===== config.mk =====
export PLATFORM = sky130hd
export DESIGN_NAME = tick_divider
export DESIGN_NICKNAME = d
export VERILOG_FILES = /design/src/rtl/tick_divider.sv
export SDC_FILE = /design/constraint.sdc
export NUM_CORES = 1
export LEC_CHECK = 0
export CAP_MARGIN = 20
export CORE_UTILIZATION = 30
export DETAILED_ROUTE_END_ITERATION = 8
export PLACE_DENSITY = 0.52
export SLEW_MARGIN = 15
export SYNTH_ARGS = -nofsm -noshare
export SYNTH_HDL_FRONTEND = slang
export SYNTH_SLANG_ARGS = --single-unit

===== constraint.sdc =====
create_clock -name CLK_50_MHz -period 4.2 [get_ports CLK_50_MHz]
set_input_delay 0.84 -clock CLK_50_MHz [delete_from_list [all_inputs] [get_ports CLK_50_MHz]]
set_output_delay 0.84 -clock CLK_50_MHz [all_outputs]
set_load 0.02 [all_outputs]

===== src/rtl/tick_divider.sv =====
`default_nettype none
// ============================================================================
//  Module   : tick_divider
//  Brief    : Programmable-rate tick and 50% square-wave generator with a
//             run-time loadable divisor that changes only at period
//             boundaries, plus enable, synchronous clear and a pending flag.
//  Revision : 1.0  initial release
// ============================================================================
module tick_divider #(
    parameter int WIDTH       = 19,
    parameter int DEFAULT_DIV = 500000
) (
    input  logic             CLK_50_MHz,
    input  logic             reset,
    input  logic             enable,
    input  logic             sync_clr,
    input  logic [WIDTH-1:0] div_value,
    input  logic             div_load,
    output logic [WIDTH-1:0] count,
    output logic             tick,
    output logic             square,
    output logic [WIDTH-1:0] div_active,
    output logic             div_pending
);

    localparam logic [WIDTH-1:0] c_DEFAULT = WIDTH'(DEFAULT_DIV);
    localparam logic [WIDTH-1:0] c_ONE     = WIDTH'(1);

    logic [WIDTH-1:0] r_count;
    logic             r_tick;
    logic             r_square;
    logic [WIDTH-1:0] r_div_active;
    logic [WIDTH-1:0] r_div_pend_val;
    logic             r_div_pending;

    logic [WIDTH-1:0] w_div_clamped;
    logic             w_last;
    logic             w_wrap;

    // A zero divisor is meaningless, so it is stored as one (tick every cycle).
    assign w_div_clamped = (div_value == '0) ? c_ONE : div_value;

    // The period wraps on the last phase of the active divisor while counting.
    assign w_last = (r_count == (r_div_active - c_ONE));
    assign w_wrap = enable & w_last;

    // Counter, tick, square and divisor bookkeeping; new divisors only land at count 0.
    always_ff @(posedge CLK_50_MHz or posedge reset) begin
        if (reset) begin
            r_count        <= '0;
            r_tick         <= 1'b0;
            r_square       <= 1'b0;
            r_div_active   <= c_DEFAULT;
            r_div_pend_val <= c_DEFAULT;
            r_div_pending  <= 1'b0;
        end else if (sync_clr) begin
            r_count  <= '0;
            r_tick   <= 1'b0;
            r_square <= 1'b0;
            if (div_load) begin
                r_div_active  <= w_div_clamped;
                r_div_pending <= 1'b0;
            end else if (r_div_pending) begin
                r_div_active  <= r_div_pend_val;
                r_div_pending <= 1'b0;
            end
        end else if (w_wrap) begin
            r_count  <= '0;
            r_tick   <= 1'b1;
            r_square <= ~r_square;
            // A load coinciding with the wrap supersedes any older pending value.
            if (div_load) begin
                r_div_active  <= w_div_clamped;
                r_div_pending <= 1'b0;
            end else if (r_div_pending) begin
                r_div_active  <= r_div_pend_val;
                r_div_pending <= 1'b0;
            end
        end else begin
            r_tick <= 1'b0;
            if (enable) begin
                r_count <= r_count + c_ONE;
            end
            // Last load before the wrap wins.
            if (div_load) begin
                r_div_pend_val <= w_div_clamped;
                r_div_pending  <= 1'b1;
            end
        end
    end

    assign count       = r_count;
    assign tick        = r_tick;
    assign square      = r_square;
    assign div_active  = r_div_active;
    assign div_pending = r_div_pending;

endmodule
`default_nettype wire


==> impl_metrics.json <==
{
  "dp_hpwl_um": 6844,
  "yosysSeqAreaShare": 0.4281,
  "power_density_mw_per_mm2": 406.7,
  "nNetsFinal": 440,
  "outcome": "finished, final reports clean",
  "grt_pass1_vias": 2759,
  "crit_cells": 9,
  "row_count": 39,
  "io_pins": 65,
  "fp.dieW_um": 110.8,
  "cts_tree": "done",
  "p_seq_frac": 0.388,
  "p_int_mw": 1.384,
  "grt_start_max_net_pins": 32,
  "drive_above_1_share": 0.1885,
  "final_core_util": 0.4067,
  "met1_length_um": 4430,
  "vias": 2848,
  "die_area_mm2": 0.01227,
  "start_util": 0.3094,
  "vias_per_cell": 5.068,
  "cp_slowest_cell": "or4b_1",
  "top_layer": "met4",
  "rrSetupSlack_ns": 0.56,
  "placed_cells_incl_taps": 546,
  "cpPeakStageDelay_ns": 0.57,
  "holdWs_ns": 0.5054,
  "finalCriticalPeriod_ns": 3.641,
  "insertion_delay_ns": 0.33,
  "cp.arrival_ns": 3.91,
  "final-setup-viol-count": 0,
  "cts-root-buf": "clkbuf_16",
  "port_buffers": 64,
  "wl_met3_um": 260,
  "end_kind": "register",
  "final_max_slew_viol_count": 0,
  "synth_ff_type": "dfrtp_1",
  "wl_met2_um": 4402,
  "worst_clock_skew_ns": 0.009189,
  "setup_tns_ns": 0,
  "synth.distinct_cells": 58,
  "syn_inst": 351,
  "p_sw_frac": 0.2704,
  "vdd_drop_max_mv": 0.1559,
  "postCtsSetupBuffers": 0,
  "synth_nets": 377,
  "fillCellCount": 1075,
  "worstPathCellList": "inv_1 -> ha_1 -> or4b_1 -> nor4_2 -> nand2_1 -> or4_1 -> a2111o_1 -> a21oi_4 -> o2bb2a_1",
  "dr.pass1.iters": 4,
  "routedWlPerCell_um": 16.36,
  "cts_hold_buf": 0,
  "async_flop_share": 1.000,
  "worst_pin_slew_ns": 0.6727,
  "syn_to_final_growth_pct": 31.42,
  "antenna_found_initial": 0,
  "cap_violations": 0,
  "cts_buffers": 9,
  "clkSlewWorstSetupHoldPaths_ns": 0.06,
  "cp_num_buf_inv": 1,
  "switching_power_mw": 0.5129,
  "cts.sinks": 60,
  "h-tree-depth": 3,
  "path_max_fanout": 19,
  "cp-start-kind": "register",
  "hold_depth": 1,
  "p_comb_frac": 0.182,
  "synth_top_cell_by_area": "dfrtp_1",
  "yosysTopAreaCellShare": 0.3244,
  "synth_area_leaders": "dfrtp_1, dfstp_2, mux2_2",
  "place_congestion": 0.8577,
  "max_slew_margin": 0.5474,
  "clkPwrFrac": 0.430,
  "r2r_cells": 9,
  "grt.overflow.total": 0,
  "hold_violations": 0,
  "cp_data_required_time_ns": 4.47,
  "coreArea_mm2": 0.01147,
  "final_cells": 562,
  "fmax_ghz": 0.2746,
  "num_antenna_cells": 0,
  "grt_first_pass_wirelength_um": 15050,
  "cp_top_family": "simple AND/OR/NAND/NOR gates",
  "clockBufferDepth": 2,
  "rsz0062_at_grt": "false",
  "synth_edf_count": 0,
  "yosysMostFrequentCell": "dfrtp_1",
  "syn_avg_cell_area_um2": 10.11,
  "worstSetupPathType": "register to register",
  "hp-class": "register to register",
  "drc_errors": 0,
  "p_leak_nw": 1.747,
  "ant_nets": 0,
  "yosysWarnings": 0,
  "synthTopCellsByCount": "dfrtp_1, nor2_1, nand2_1",
  "cts_resized": 0,
  "syn-cell-area_mm2": 0.003548,
  "ys_ff_latch": 60,
  "post-route-period-util": 0.8669,
  "die_h_um": 110.8,
  "wl_um": 9196,
  "power_mw": 1.897,
  "drt_iter0_markers": 100,
  "gr-usage-all-layers": 0.1567
}
==> placed cells by master, fill, tap and decap left out, types with 3 or more instances in the layout <==
master and n:
or4_1 6, and3_1 4, a2bb2oi_2 10, clkdlybuf4s50_1 64, inv_1 9, xor2_1 17, xnor2_1 21, nand4_1 5
clkbuf_16 9, nand3_1 6, nor2_1 42, nor3_1 6, dfstp_2 14, dfrtp_1 46, nand2_1 33, buf_4 7
mux2_2 21, o21ai_0 21, mux2i_1 3, nor4_1 9, a2bb2oi_1 8, nand2b_1 4, nand3b_1 3
==> layout make-up <==
cell class | count | area, µm² | share of cell area
repair buffers | 71 | 693.2 | 0.1486
multi-input cells | 262 | 1906 | 0.4086
clock buffers | 12 | 256.5 | 0.05500
flip-flops and latches | 60 | 1519 | 0.3257
well taps | 143 | 178.9 | 0.03837
clock inverters | 4 | 72.57 | 0.01556
inverters | 10 | 37.54 | 0.008049
==> final timing paths <==
path / from / end
max in group asynchronous: reset / div_active[15]$_DFFE_PP1P_
hold reg to reg: r_div_pend_val[7]$_DFFE_PP0P_ / r_div_pend_val[7]$_DFFE_PP0P_
min in group asynchronous: reset / r_div_pend_val[10]$_DFFE_PP0P_
hold / removal: r_div_pend_val[7]$_DFFE_PP0P_ / r_div_pend_val[7]$_DFFE_PP0P_
setup / recovery: div_active[0]$_DFFE_PP0P_ / div_active[3]$_DFFE_PP0P_
setup reg to reg: div_active[0]$_DFFE_PP0P_ / div_active[3]$_DFFE_PP0P_
==> stage by stage <==
stage          area [µm²]  setup WS [ns]
3_5_place_dp         4334         0.5501
5_1_grt              4663         0.3083
2_1_floorplan        3548         0.8255
6_report             4663         0.5589
4_1_cts              4663         0.5296
3_3_place_gp         4334         0.6162
==> per-layer routing <==
| layer | global-route usage | up-vias |
|---|---|---|
| met5 | 0 | - |
| met4 | 0.05422 | 0 |
| met3 | 0.02078 | 10 |
| met2 | 0.2472 | 55 |
| met1 | 0.2200 | 1382 |
| li1 | - | 1401 |
==> state kept, by name, indices dropped and copies added, names as in the netlist <==
register and count:
count 19, div_active 19, r_div_pend_val 19, div_pending 1, square 1, tick 1
==> cells by family (layout without fill, tap and decap cells) <==
| group | count (synthesis) | in the layout | share of synthesized area |
|---|---|---|---|
| AOI/OAI and AO/OA | 67 | 67 | 0.1738 |
| muxes | 24 | 24 | 0.07511 |
| xor gates and xnor gates | 38 | 38 | 0.09379 |
| adders and majority gates | 2 | 2 | 0.007051 |
| and+or+nand+nor | 131 | 131 | 0.1872 |
| buffers and inverters | 29 | 97 | 0.03491 |
| DFF | 60 | 60 | 0.4281 |
==> power by group through the flow <==
stage               clock network (mW)  registers, mW  logic, mW
detailed placement                   0          0.745      0.349
global route                     0.864          0.746      0.375
finish                           0.816          0.735      0.346
floorplan                            0          0.745      0.199
global placement                     0          0.743      0.346
CTS                              0.829          0.736      0.351
==> worst register-to-register path, delay by kind of cell, from the launching register on <==
family / cells / cell delay [ns]
AND/OR/NAND/NOR: 4 / 1.47
buffers and inverters: 1 / 0.09
AO/OA/AOI/OAI: 3 / 1.35
adder cells (fa/ha/maj): 1 / 0.20
flip-flops: 1 / 0.46
(Power assumes the default switching activity.)
